===== config.mk =====
export PLATFORM = sky130hd
export DESIGN_NAME = jump_ctrl
export DESIGN_NICKNAME = d
export VERILOG_FILES = /design/src/rtl/jump_ctrl.sv
export SDC_FILE = /design/constraint.sdc
export NUM_CORES = 1
export LEC_CHECK = 0
export BUFFER_PORTS_ARGS = -buffer_cell sky130_fd_sc_hd__clkbuf_2
export CORE_UTILIZATION = 52
export DETAILED_ROUTE_END_ITERATION = 7
export GPL_ROUTABILITY_DRIVEN = 0
export PLACE_DENSITY = 0.86
export SLEW_MARGIN = 0
export SYNTH_ARGS = -nofsm -noshare
export SYNTH_HDL_FRONTEND = slang
export SYNTH_SLANG_ARGS = --single-unit

===== constraint.sdc =====
create_clock -name clk -period 4.6 [get_ports clk]
set_clock_uncertainty 0.2 [all_clocks]
set_input_delay 0.46 -clock clk [delete_from_list [all_inputs] [get_ports clk]]
set_output_delay 0.46 -clock clk [all_outputs]
set_load 0.02 [all_outputs]

===== src/rtl/jump_ctrl.sv =====
// jump_ctrl: sequences conditional jumps through an external 4-way flag mux.
// Holds the ALU flag register, waits for in-flight ALU flags, drives the mux
// select, resolves the returned flag bit and issues a one-cycle PC load.
// Ports:
//   clk, rst                     clock, asynchronous active-high reset
//   flags_vld, zf/nf/cf/of_in    ALU flag update strobe and flag values
//   alu_busy                     ALU op in flight, flags not yet final
//   jmp_req, jmp_cond,           jump request (held until accepted), condition
//   jmp_always, jmp_target       {invert, index}, unconditional flag, destination
//   mux_bit                      flag bit returned by the external mux
//   flag_vec, sel                registered flags {of,cf,nf,zf} and mux select
//   jmp_busy                     request in progress
//   pc_load, pc_target           PC load pulse and captured target
//   jmp_done, jmp_taken, jmp_err completion pulse with result / timeout status
module jump_ctrl #(
    parameter int ADDR_W   = 16,
    parameter int WAIT_MAX = 15
) (
    input  logic              clk,
    input  logic              rst,
    input  logic              flags_vld,
    input  logic              zf_in,
    input  logic              nf_in,
    input  logic              cf_in,
    input  logic              of_in,
    input  logic              alu_busy,
    input  logic              jmp_req,
    input  logic [2:0]        jmp_cond,
    input  logic              jmp_always,
    input  logic [ADDR_W-1:0] jmp_target,
    input  logic              mux_bit,
    output logic [3:0]        flag_vec,
    output logic [1:0]        sel,
    output logic              jmp_busy,
    output logic              pc_load,
    output logic [ADDR_W-1:0] pc_target,
    output logic              jmp_done,
    output logic              jmp_taken,
    output logic              jmp_err
);
    localparam int CW = $clog2(WAIT_MAX + 1);

    typedef enum logic [2:0] {IDLE, WAIT_FLAGS, SELECT, RESOLVE, ABORT} state_t;

    state_t        state;
    logic [2:0]    cond;
    logic          always_q;
    logic [CW-1:0] cnt;
    logic          taken;

    assign jmp_busy = state != IDLE;
    assign taken    = always_q | (mux_bit ^ cond[2]);

    always_ff @(posedge clk or posedge rst) begin
        if (rst) begin
            state     <= IDLE;
            flag_vec  <= '0;
            sel       <= '0;
            pc_target <= '0;
            cond      <= '0;
            always_q  <= 1'b0;
            cnt       <= '0;
            pc_load   <= 1'b0;
            jmp_done  <= 1'b0;
            jmp_taken <= 1'b0;
            jmp_err   <= 1'b0;
        end else begin
            pc_load   <= 1'b0;
            jmp_done  <= 1'b0;
            jmp_taken <= 1'b0;
            jmp_err   <= 1'b0;
            if (flags_vld)
                flag_vec <= {of_in, cf_in, nf_in, zf_in};
            case (state)
                IDLE: if (jmp_req) begin
                    cond      <= jmp_cond;
                    always_q  <= jmp_always;
                    pc_target <= jmp_target;
                    cnt       <= '0;
                    // flags arriving in the accept cycle are latched now, so no wait is needed
                    state     <= (alu_busy && !flags_vld) ? WAIT_FLAGS : SELECT;
                end
                WAIT_FLAGS: begin
                    cnt <= cnt + CW'(1);
                    if (flags_vld)
                        state <= SELECT;
                    else if (cnt == CW'(WAIT_MAX))
                        state <= ABORT;
                end
                SELECT: begin
                    sel   <= cond[1:0];
                    state <= RESOLVE;
                end
                RESOLVE: begin
                    jmp_done  <= 1'b1;
                    jmp_taken <= taken;
                    pc_load   <= taken;
                    state     <= IDLE;
                end
                ABORT: begin
                    jmp_done <= 1'b1;
                    jmp_err  <= 1'b1;
                    state    <= IDLE;
                end
                default: state <= IDLE;
            endcase
        end
    end
endmodule

After elaboration in Yosys (flattened, before gate mapping)
Cells that the tools add are included.

storage, ports and cells
  register bits = 36
  bits of input ports = 30
  output and inout port bits = 27
  word-level logic and storage cells = 39

cells by class
  $add $sub $neg = 1
  equal/unequal tests = 7
  mux-type cells = 10
  bitwise logic cells = 2
  reduce and logical (&&, ||, !) cells = 9

operator list
  kind                                                  number
  2-to-1 mux 3 bit                                      3
  one-hot mux 3 bit (3 select lines)                    1
  one-hot mux 4 bit (2 select lines)                    1
  equality test 3 x 2 -> 1 bit (second input constant)  2
  AND reduction 2 bit                                   3
  adder 4 x 1 -> 4 bit (second input constant)          1
  equality test 4 bit (second input constant)           1
  2-to-1 mux 4 bit                                      1
  equality test 3 x 1 -> 1 bit (second input constant)  1
  equality test 3 bit (second input constant)           1
  logical NOT 3 bit                                     1
  2-to-1 mux 1 bit                                      3
  inequality test 3 bit (second input constant)         1
  nonzero test 3 bit                                    1
  2-to-1 mux 2 bit                                      1
  inequality test 2 bit (second input constant)         1
  nonzero test 2 bit                                    1
  OR reduction 2 bit                                    1
  logical AND 1 bit                                     1
  logical NOT 1 bit                                     1
  OR 1 bit                                              1
  bitwise XOR 1 bit                                     1

Logic depth before layout (Yosys ltp)
Gate-level depths: netlist (run 1).

  depth in word-level cells = 5
  depth in mapped cells = 5

Worst setup path before layout (run 1)
No wires, ideal clock.

  path kind = register -> register
  from = reg state[1]
  to = reg always_q
  setup time = 0.125 ns
  data arrival time = 1.492 ns
  slack = 2.782 ns
  cell stages (with the launch flop) = 6
  cells stage by stage = dfrtp_1 -> buf_6 -> or3_4 -> nor2_8 -> buf_12 -> mux2_4

between the ends
  word-level cells in the longest chain between the ends = 2

ends and longest elaborated chain
  element                               RTL line  source
  start: declaration                    45        state_t state;
  start signal: assignment              81        state <= (alu_busy && !flags_vld) ? WAIT_FLAGS : SELECT;
  logical NOT 3 bit                     74        case (state)
  AND reduction 2 bit (no source line)  -
  end signal: assignment                77        always_q <= jmp_always;
  end: declaration                      47        logic always_q;

No other way between the ends.
A chain may end at the register's enable or synchronous reset.

Worst setup path after layout (run 1)
  from = reg state[0]
  to = out jmp_busy

between the ends
  word-level cells in the longest chain between the ends = 1

ends and longest elaborated chain
  element             RTL line  source
  nonzero test 3 bit  51        assign jmp_busy = state != IDLE;
  end: declaration    34        output logic jmp_busy,

No other way between the ends.

==> summary.md, run 1 <==
| Metric | Value |
|---|---|
| CP endpoint kind | primary output |
| Drt wl/cell | around 15 microns |
| Largest net degree at the start of global routing | 27 |
| Vias in the first global route | 1063 |
| Post-synth cell types | 34 |
| Final std cells w/o fill | 200 |
| CTS Buf Count | 5 |
| Met2 routed WL | between 1000 and 1500 microns |
| Most frequent cells after synthesis | 36 x dfrtp_1, 20 x mux2_4, 5 x inv_1, 5 x mux2_2 |
| Antenna diodes | 0 |
| DRT met1 WL | 1220 microns |
| Die Y | ~57 microns |
| Clk_lat worst skew | 0.32 ns |
| Synth top area share | 56.3% |
| Critical path's slowest cell | dfrtp_1 |
| Clock-pin transition on the worst setup and hold timing paths | 0.10 ns |
| DPL Wire Length | about 2200 microns |
| Final ANT Viol Nets | 0 |
| Hold Fails Final Rpt | 0 |
| FFs w/ async S/R, synth | 100% |
| Worst hold stages | 2 |
| Sequential element share of the synthesized area | a little under three fifths |
| RSZ-0062 raised after global routing | no |
| Metal3 WL | 209 microns |
| WP data arrival | 1.46 ns |
| Syn Std Cell Area | about 1600 sq um |
| Maximum fanout along the worst path | 15 |
| Fin. max-slew vios | 0 |
| Highest routed layer | met4 |
| Max incr delay on CP | 0.53 ns |
| Final WL | 2920 microns |
| Drt via density | 5.41 |
| Starting Density | 56.6% |
| Synth area leader | dfrtp_1 |
| Yosys warning count | 0 |
| Ranking of synthesized cells by area | dfrtp_1 56%, mux2_4 19%, mux2_2 3.5% |
| Syn_nets | 141 |
| End point of the critical path | jmp_busy |
| Fin crit period | 2.12 ns |
| Maximum vdd drop | roughly 0.25 mV |
| CP top delay family | flip-flops |
| Worst hold slack | 0.164 ns |
| Clock sinks | 36 |
| Total gr overflow | 0 |
| Status | finished, violations left |
| CTS H-Tree Depth | 2 |
| # Max-Cap Violations | 0 |
| Worst-Margin Slew | 0.465 ns |
| Post-Place Cells | roughly 190 |
| Setup Buffers After CTS | 0 |
| Startpoint Class | register |
| Clock buffer depth | 2 |
| Layout area overhead | 21.3% |
| Die width | 57.5 microns |
| Critical path type | register to primary output |
| Layout cells sized above 1 | 54.4% |
| Most common cell in the netlist | dfrtp_1 |
| TritonCTS clock tree | done |
| Crit path cell chain | or3_4 -> clkbuf_2 |
| Drt drc | 7 |
| Detailed Routing Iterations Pass 1 | 6 |
| Levels on crit path | 2 |
| Slew headroom | 69.0% |
| Global-route wire length before repair | approximately 4800 microns |
| Placeable Area | 2830 sq um |
| Worst r2r src | state[0]$_DFFE_PP0P_ |
| # port buffers | 56 |
| Fin nets | 199 |
| R2R Setup Slk | 2.59 ns |
| Number of placement rows | 19 |
| Total track usage | 19.5% |
| Final core utilization | 68.6% |
| Worst setup startpoint | state[0]$_DFFE_PP0P_ |
| Synth Instances | 110 |
| DIE AREA | around 3300 sq um |
| PwrDens | around 700 nW/um^2 |
| Req. time, crit path | 3.94 ns |
| Leakage | 0.999 nW |
| Power Total | approximately 1.4 mW |
| Fin crit share | between 40% and 50% |
| Root Buffer | clkbuf_4 |
| DR iter-0 viols | 34 |
| CP Buf/Inv Count | 1 |
| HP Class | input pin to register |
| Setup_tns | 0 ns |
| Synthesized area per cell | 14.5 sq um |
| Hold Crit Start | cf_in |
| Failing checks | DRC |
| Seq cells post-synth | 36 |
| Antenna violations before repair | 0 |
| Num ports | 57 |
| Final setup viols | 0 |
| Reg2reg path depth | 3 |
| Post-synth EDFFs | 0 |
| FF-to-FF End | pc_target[0]$_DFFE_PP0P_ |
| Fmax achieved | around 0.47 GHz |
| Synth Flop Type | dfrtp_1 |
| Vias | between 1000 and 1500 |
## through the flow
stage | setup WS [ns] | area, sq um
finish | 2.48 | 1940
global route | 2.41 | 1940
CTS | 2.48 | 1940
detailed placement | 2.61 | 1860
global placement | 2.65 | 1860
floorplan | 2.78 | 1600
## timing repair
action / CTS / global route
resized for setup: 0 / 0
hold endpoints to repair: 10 / 0
hold buffers: 1 / 0
## worst min path at each step
| stage | to |
|---|---|
| finish | flag_vec[2]$_DFFE_PP0P_ |
| floorplan | sel[1]$_DFFE_PP0N_ |
| global placement | pc_target[9]$_DFFE_PP0P_ |
| CTS | cond[2]$_DFFE_PP0P_ |
| global route | flag_vec[2]$_DFFE_PP0P_ |
| detailed placement | pc_target[8]$_DFFE_PP0P_ |
## cells by family (layout without fill, tap and decap cells)
family                   after synthesis  in the layout  synth area share [%]
AND/OR/NAND/NOR                       23             23                  9.23
XOR/XNOR                               1              1                 0.547
flip-flops                            36             36                  56.3
adder cells (fa/ha/maj)                1              1                 0.782
AO/OA/AOI/OAI                          9              9                  3.67
buffers and inverters                 13             72                  5.86
multiplexers                          27             27                  23.6
## cell type report
class	instances	area, sq um
well taps	31	38.8
clock inverters	2	35.0
flip-flops and latches	36	901
inverters	6	22.5
multi-input cells	61	606
fillers	202	887
repair buffers	58	298
clock buffers	6	41.3
## placed cells by master, fill, tap and decap left out, drive strengths merged, types with 2 or more instances in the layout
cell,synthesis,final
clkbuf,2,62
dfrtp,36,36
mux2,26,26
inv,6,6
nor2,5,5
nand3,4,4
nor3,3,3
o21ai,3,3
nand2,2,2
nand3b,2,2
nor3b,2,2
## power breakdown
part	internal (mW)	switching (mW)
sequential	0.454	0.105
combinational	0.296	0.302
clock	0.114	0.0955
## per-layer routing
metal | vias up | track usage [%]
met3 | 9 | 5.90
met2 | 51 | 32.7
met1 | 521 | 23.4
li1 | 501 | -
met5 | - | 0
met4 | 0 | 7.67
## sequential cells by signal (all words and copies together), names as in the netlist
name       count
pc_target     16
jmp_err        1
cond           3
always_q       1
sel            2
state          3
cnt            4
flag_vec       4
jmp_taken      1
jmp_done       1
(Power assumes the default switching activity.)
==> run 2, diff against run 1 <==
--- a/config.mk
+++ b/config.mk
@@ -6,10 +6,10 @@
 export NUM_CORES = 1
 export LEC_CHECK = 0
 export BUFFER_PORTS_ARGS = -buffer_cell sky130_fd_sc_hd__clkbuf_2
-export CORE_UTILIZATION = 52
+export CORE_UTILIZATION = 44
 export DETAILED_ROUTE_END_ITERATION = 7
 export GPL_ROUTABILITY_DRIVEN = 0
-export PLACE_DENSITY = 0.86
+export PLACE_DENSITY = 0.78
 export SLEW_MARGIN = 0
 export SYNTH_ARGS = -nofsm -noshare
 export SYNTH_HDL_FRONTEND = slang
==> constraint.sdc (replaced) <==
create_clock -name clk -period 1.75 [get_ports clk]
set_clock_uncertainty 0.2 [all_clocks]
set_input_delay 0.175 -clock clk [delete_from_list [all_inputs] [get_ports clk]]
set_output_delay 0.175 -clock clk [all_outputs]
set_load 0.02 [all_outputs]
==> run 2 against run 1 <==
- the run now ends clean
- wire length grew 20%
- hold slack better by 0.0025 ns
- core utilization is 0.62 points lower
- largest cell class unchanged
==> summary.md, run 2 (synthesis gave the netlist of run 1 again) <==
| Metric | Value |
|---|---|
| Setup_tns | 0 ns (unchanged) |
| Status | finished clean |
| Power Total | 3.69 mW (+170%) |
| DR iter-0 viols | 19 (-44%) |
| Layout cells sized above 1 | 49.0% (-5.4 points) |
| Max FFs per register | 16 (unchanged) |
| HP Class | input pin to asynchronous set/reset pin |
| Antenna violations before repair | 0 (unchanged) |
| Most common cell after layout, fill and taps aside | clkbuf_2 |
| Hold Fails Final Rpt | 0 (unchanged) |
| Fin crit period | 1.73 ns |
| Die width | 62.3 microns (+8.4%) |
| Antenna diodes | 0 (unchanged) |
| DIE AREA | 3880 sq um (+18%) |
| Total gr overflow | 0 (unchanged) |
| Die Y | 62.3 microns (+8.4%) |
| TritonCTS clock tree | done |
| Max incr delay on CP | 0.42 ns (-0.11 ns) |
| CP endpoint kind | register |
| Final std cells w/o fill | 250 (+25%) |
| Total track usage | 19.3% (-0.23 points) |
| WP data arrival | 1.76 ns (+0.30 ns) |
| Number of placement rows | 21 (+2) |
| Req. time, crit path | 1.78 ns (-2.16 ns) |
| Maximum fanout along the worst path | 8 (-7) |
| # Max-Cap Violations | 0 (unchanged) |
| Top reg by flops | pc_target |
| PwrDens | 1590 nW/um^2 (+130%) |
| Root Buffer | clkbuf_4 |
| Fin. max-slew vios | 0 (unchanged) |
| Worst-Margin Slew | 0.468 ns (+0.00306 ns) |
| Register area | 901 sq um (unchanged) |
| Detailed Routing Iterations Pass 1 | 4 (-2) |
| Clock sinks | 36 (unchanged) |
| Commonest non-fill, non-tap cells in the layout | 55 x clkbuf_2, 36 x dfrtp_1, 29 x dlygate4sd3_1 |
| Vias in the first global route | 1227 (+15%) |
| RSZ-0062 raised after global routing | yes |
| Startpoint Class | register |
| Layout area overhead | 45.2% |
| Placeable Area | 3420 sq um (+21%) |
| Critical path's slowest cell | or3_4 |
| R2R Setup Slk | 0.02 ns (-2.57 ns) |
| # fillers | 272 (+35%) |
| Final ANT Viol Nets | 0 (unchanged) |
| Final worst slack | 0.0175 ns (-2.46 ns) |
| Multi-input gate area | 606 sq um (unchanged) |
| DPL Wire Length | 2280 microns (+5.3%) |
| Worst hold slack | 0.166 ns (+0.00252 ns) |
| Maximum vdd drop | 0.723 mV (+190%) |
| CTS Buf Count | 5 (unchanged) |
| Final core utilization | 68.0% (-0.62 points) |
| Drt wl/cell | 14.0 microns (-3.9%) |
| Fin crit share | 99.0% |
| Largest registers | pc_target: 16 flops, cnt: 4 flops, flag_vec: 4 flops |
| Leakage | 1.16 nW (+16%) |
| Fin nets | 234 (+18%) |
| Final setup viols | 0 (unchanged) |
| Area after DPL | 1940 sq um (+4.4%) |
| Worst slack, placed | 0.0270 ns (-2.58 ns) |
| Clk_lat worst skew | 0.34 ns (+0.02 ns) |
| Vias | 1205 (+11%) |
| Crit path cell chain | or3_4 -> nor2_8 -> clkbuf_16 -> mux2_4 |
| Drt drc | 0 (-7) |
| Drt via density | 4.82 (-11%) |
| CTS H-Tree Depth | 2 (unchanged) |
| Num ports | 57 (unchanged) |
| Post-Place Cells | 211 (+10%) |
| Largest net degree at the start of global routing | 27 (unchanged) |
| Final WL | 3510 microns (+20%) |
| Starting Density | 46.8% (-9.7 points) |
| Global-route wire length before repair | 5580 microns (+16%) |
| Fmax achieved | 0.577 GHz |
| Post-route cell area | 2320 sq um (+20%) |
| Slew headroom | 68.8% (-0.24 points) |
| # port buffers | 56 (unchanged) |
| Critical path type | register to register |
| Clock-pin transition on the worst setup and hold timing paths | 0.10 ns (about the same) |
| Clock buffer depth | 2 (unchanged) |
## run 2: cell types whose count changed in the layout (fill, tap and decap cells not counted), sizes merged
cell,delta
clkinv,+1
dlygate4sd3,+28
bufinv,-1
buf,+7
## run 2: area by class of cell
| cell class | count | area share (%) |
|---|---|---|
| Sequential cell | 36 | 38.8 |
| Timing Repair Buffer | 93 | 29.1 |
| Multi-Input combinational cell | 61 | 26.1 |
| Tap cell | 46 | 2.48 |
| Clock buffer | 6 | 2.21 |
| Inverter | 6 | 0.969 |
| Clock inverter | 2 | 0.431 |
## run 2: routing by layer
metal | track usage [%] | vias up | wire length (microns)
li1 | - | 568 | -
met1 | 20.7 | 575 | 1360
met2 | 33.2 | 50 | 1840
met3 | 6.25 | 12 | 183
met4 | 10.8 | 0 | 121
met5 | 0 | - | 0
## run 2: report_power, final
| group | leakage [nW] | total (mW) | switching (mW) | internal (mW) |
|---|---|---|---|---|
| clock network | 0.0380 | 0.453 | 0.262 | 0.191 |
| logic | 0.688 | 1.81 | 0.882 | 0.931 |
| registers | 0.435 | 1.42 | 0.230 | 1.19 |
| total | 1.16 | 3.69 | 1.38 | 2.32 |
## run 2: worst paths after layout
kind | from | cells after the start | to
max | state[1]$_DFFE_PP0P_ | 4 | pc_target[10]$_DFFE_PP0P_
max in group asynchronous | rst | 4 | cond[1]$_DFFE_PP0P_
max reg2reg | state[1]$_DFFE_PP0P_ | 4 | pc_target[10]$_DFFE_PP0P_
min in group clk | sel[1]$_DFFE_PP0N_ | 1 | sel[1]$_DFFE_PP0N_
min reg2reg | sel[1]$_DFFE_PP0N_ | 1 | sel[1]$_DFFE_PP0N_
min | rst | 3 | cond[2]$_DFFE_PP0P_
## run 2: what timing repair did
action | in CTS | in global routing
hold buffers | 29 | 0
gates resized for setup | 0 | 3
endpoints found under the hold margin | 64 | 0
endpoints found under the setup margin | 0 | 15
setup buffers | 0 | 1
## run 2: critical path: cells and delay by family, from the launching register on
kind | cells | cell delay, ns
buffers and inverters | 1 | 0.18
DFF | 1 | 0.39
muxes | 1 | 0.30
and+or+nand+nor | 2 | 0.55
==> run 3, diff against run 2 <==
--- a/config.mk
+++ b/config.mk
@@ -5,11 +5,12 @@
 export SDC_FILE = /design/constraint.sdc
 export NUM_CORES = 1
 export LEC_CHECK = 0
+export ABC_AREA = 1
 export BUFFER_PORTS_ARGS = -buffer_cell sky130_fd_sc_hd__clkbuf_2
-export CORE_UTILIZATION = 44
+export CORE_UTILIZATION = 40
 export DETAILED_ROUTE_END_ITERATION = 7
 export GPL_ROUTABILITY_DRIVEN = 0
-export PLACE_DENSITY = 0.78
+export PLACE_DENSITY = 0.7
 export SLEW_MARGIN = 0
 export SYNTH_ARGS = -nofsm -noshare
 export SYNTH_HDL_FRONTEND = slang
==> constraint.sdc (replaced) <==
create_clock -name clk -period 2.1 [get_ports clk]
set_clock_uncertainty 0.2 [all_clocks]
set_input_delay 0.21 -clock clk [delete_from_list [all_inputs] [get_ports clk]]
set_output_delay 0.21 -clock clk [all_outputs]
set_load 0.02 [all_outputs]
==> run 3 against run 2 <==
- combinational power is 35% lower
- register-to-register slack better by 0.55 ns
- cell area is 6.0% lower
- setup slack better by 0.54 ns
- die area is 6.3% higher
- global-route usage is 1.9 points lower
- synthesized cell count is 60% higher
- clock-buffer cell count is 2 higher
- largest power group unchanged
==> summary.md, run 3 <==
| Metric | Value |
|---|---|
| Synth Instances | 176 (+60%) |
| Yosys warning count | 0 (unchanged) |
| # port buffers | 56 (unchanged) |
| Startpoint Class | register |
| Top reg by flops | pc_target |
| Synthesized area per cell | 8.80 sq um (-40%) |
| Num ports | 57 (unchanged) |
| Most frequent cells after synthesis | 67 x nand2_1, 36 x dfrtp_1, 28 x nand3_1, 13 x inv_1, 7 x nor2_1 |
| Placeable Area | 3690 sq um (+8.0%) |
| Total track usage | 17.4% (-1.9 points) |
| Layout area overhead | 41.0% |
| Drt wl/cell | 10.8 microns (-23%) |
| Most common cell after layout, fill and taps aside | nand2_1 |
| Root Buffer | clkbuf_8 |
| Post-synth cell types | 20 (-41%) |
| Sequential element share of the synthesized area | 58.2% (+1.9 points) |
| Syn Std Cell Area | 1550 sq um (-3.2%) |
| Clk_lat worst skew | 0.28 ns (-0.06 ns) |
| Clock-pin transition on the worst setup and hold timing paths | 0.07 ns (-0.03 ns) |
| Critical path type | register to primary output |
| Fin. max-slew vios | 0 (unchanged) |
| Req. time, crit path | 1.69 ns (-0.09 ns) |
| Layout cells sized above 1 | 26.3% (-23 points) |
| Fin nets | 289 (+24%) |
| Largest net degree at the start of global routing | 37 (+37%) |
| Max FFs per register | 16 (unchanged) |
| Largest registers | pc_target: 16 flops, cnt: 4 flops, flag_vec: 4 flops |
| CTS H-Tree Depth | 2 (unchanged) |
| Drt drc | 0 (unchanged) |
| Worst slack, placed | 0.583 ns (+0.556 ns) |
| Final ANT Viol Nets | 0 (unchanged) |
| Synth area leader | dfrtp_1 |
| DIE AREA | 4130 sq um (+6.3%) |
| Total gr overflow | 0 (unchanged) |
| Number of placement rows | 22 (+4.8%) |
| Die Y | 64.2 microns (+3.1%) |
| RSZ-0062 raised after global routing | no |
| PwrDens | 1290 nW/um^2 (-19%) |
| Slew headroom | 67.9% (-0.92 points) |
| HP Class | input pin to register |
| Syn_nets | 207 (+47%) |
| Area after DPL | 1840 sq um (-4.8%) |
| Maximum vdd drop | 0.597 mV (-17%) |
| Final WL | 3320 microns (-5.5%) |
| Seq cells post-synth | 36 (unchanged) |
| Synth Flop Type | dfrtp_1 |
| Final setup viols | 0 (unchanged) |
| Status | finished clean |
| DR iter-0 viols | 42 (+23) |
| Commonest non-fill, non-tap cells in the layout | 67 x nand2_1, 56 x clkbuf_2, 36 x dfrtp_1 |
| Worst-Margin Slew | 0.482 ns (+0.0143 ns) |
| Maximum fanout along the worst path | 7 (-1) |
| Most common cell in the netlist | nand2_1 |
| Hold Fails Final Rpt | 0 (unchanged) |
| FFs w/ async S/R, synth | 100% (unchanged) |
| Vias in the first global route | 1240 (+1.1%) |
| Leakage | 1.24 nW (+6.9%) |
| TritonCTS clock tree | done |
| Fin crit share | 73.7% |
| Post-CTS Resized | 0 (unchanged) |
| Starting Density | 42.0% (-4.9 points) |
| Final worst slack | 0.553 ns (+0.536 ns) |
| Clock buffer depth | 2 (unchanged) |
| Fmax achieved | 0.647 GHz |
| Drt via density | 4.51 (-6.3%) |
| Post-route cell area | 2180 sq um (-6.0%) |
| Antenna diodes | 0 (unchanged) |
| Global-route wire length before repair | 5360 microns (-4.0%) |
| Clock sinks | 36 (unchanged) |
| Vias | 1386 (+15%) |
| # Max-Cap Violations | 0 (unchanged) |
| Detailed Routing Iterations Pass 1 | 4 (unchanged) |
| Setup_tns | 0 ns (unchanged) |
| Die width | 64.2 microns (+3.1%) |
| CTS Buf Count | 5 (unchanged) |
| Post-synth EDFFs | 0 (unchanged) |
| Fin crit period | 1.55 ns |
| Synth top area share | 58.2% (+1.9 points) |
| Antenna violations before repair | 0 (unchanged) |
| Ranking of synthesized cells by area | dfrtp_1 58%, nand2_1 16%, nand3_1 9.0% |
| CP endpoint kind | primary output |
| WP data arrival | 1.14 ns (-0.62 ns) |
| DPL Wire Length | 2160 microns (-5.5%) |
==> run 3: cell families after synthesis <==
| kind of cell | after synthesis | synth area share (%) |
|---|---|---|
| compound gates | 8 | 2.75 |
| xor+xnor | 2 | 1.13 |
| fa+ha+maj | 1 | 0.808 |
| buf+inv | 22 | 7.19 |
| flops | 36 | 58.2 |
| simple gates | 107 | 30.0 |
==> run 3: final timing paths <==
kind / startpoint / depth (start not counted) / slack, ns / to
min in group asynchronous: rst / 4 / 0.35 / cnt[3]$_DFFE_PP0P_
max reg2reg: state[0]$_DFFE_PP0P_ / 6 / 0.57 / pc_target[13]$_DFFE_PP0P_
min reg2reg: pc_target[11]$_DFFE_PP0P_ / 2 / 0.27 / pc_target[11]$_DFFE_PP0P_
min: flags_vld / 3 / 0.04 / flag_vec[2]$_DFFE_PP0P_
max: state[0]$_DFFE_PP0P_ / 3 / 0.55 / jmp_busy
max in group asynchronous: rst / 4 / 1.03 / pc_target[9]$_DFFE_PP0P_
==> run 3: area by class of cell <==
cell class | count | area [sq um]
well taps | 48 | 60.1
fillers | 334 | 1500
inverters | 15 | 58.8
multi-input cells | 118 | 537
flip-flops and latches | 36 | 901
clock buffers | 8 | 90.1
repair buffers | 82 | 538
==> run 3: metal layers <==
layer	routed length, microns	vias up	global-route usage [%]
li1	-	719	-
met1	1570	625	22.6
met2	1520	35	25.8
met3	146	7	4.29
met4	74	0	10.8
met5	0	-	0
==> run 3: repair_timing <==
action	4_1_cts	5_1_grt
endpoints found under the setup margin	0	0
hold endpoints to repair	60	0
hold buffers	25	0
setup buffers	0	0
==> run 3: stage by stage <==
stage | hold WS [ns] | cells | utilization, % | power [mW]
final | 0.0382 | 307 | 59.2 | 2.83
after global routing | 0.0461 | 307 | 59.2 | 3.03
after CTS | 0.0269 | 307 | 59.2 | 2.84
after detailed placement | 0.111 | 274 | 50.0 | 2.31
after global placement | 0.117 | 274 | 50.0 | 2.29
after floorplan | 0.122 | 176 | - | 2.01
==> run 3: worst max-delay path, stage by stage, from the launching register on <==
cell	delay [ns]
dfrtp_1	0.47
nor2_4	0.14
nand2_4	0.07
clkbuf_2	0.18
==> run 3: where the power goes <==
group          internal [mW]  total [mW]  switching [mW]
Sequential             0.966        1.15           0.188
Combinational          0.404        1.18           0.776
Clock                  0.267       0.490           0.223
Total                   1.64        2.83            1.19
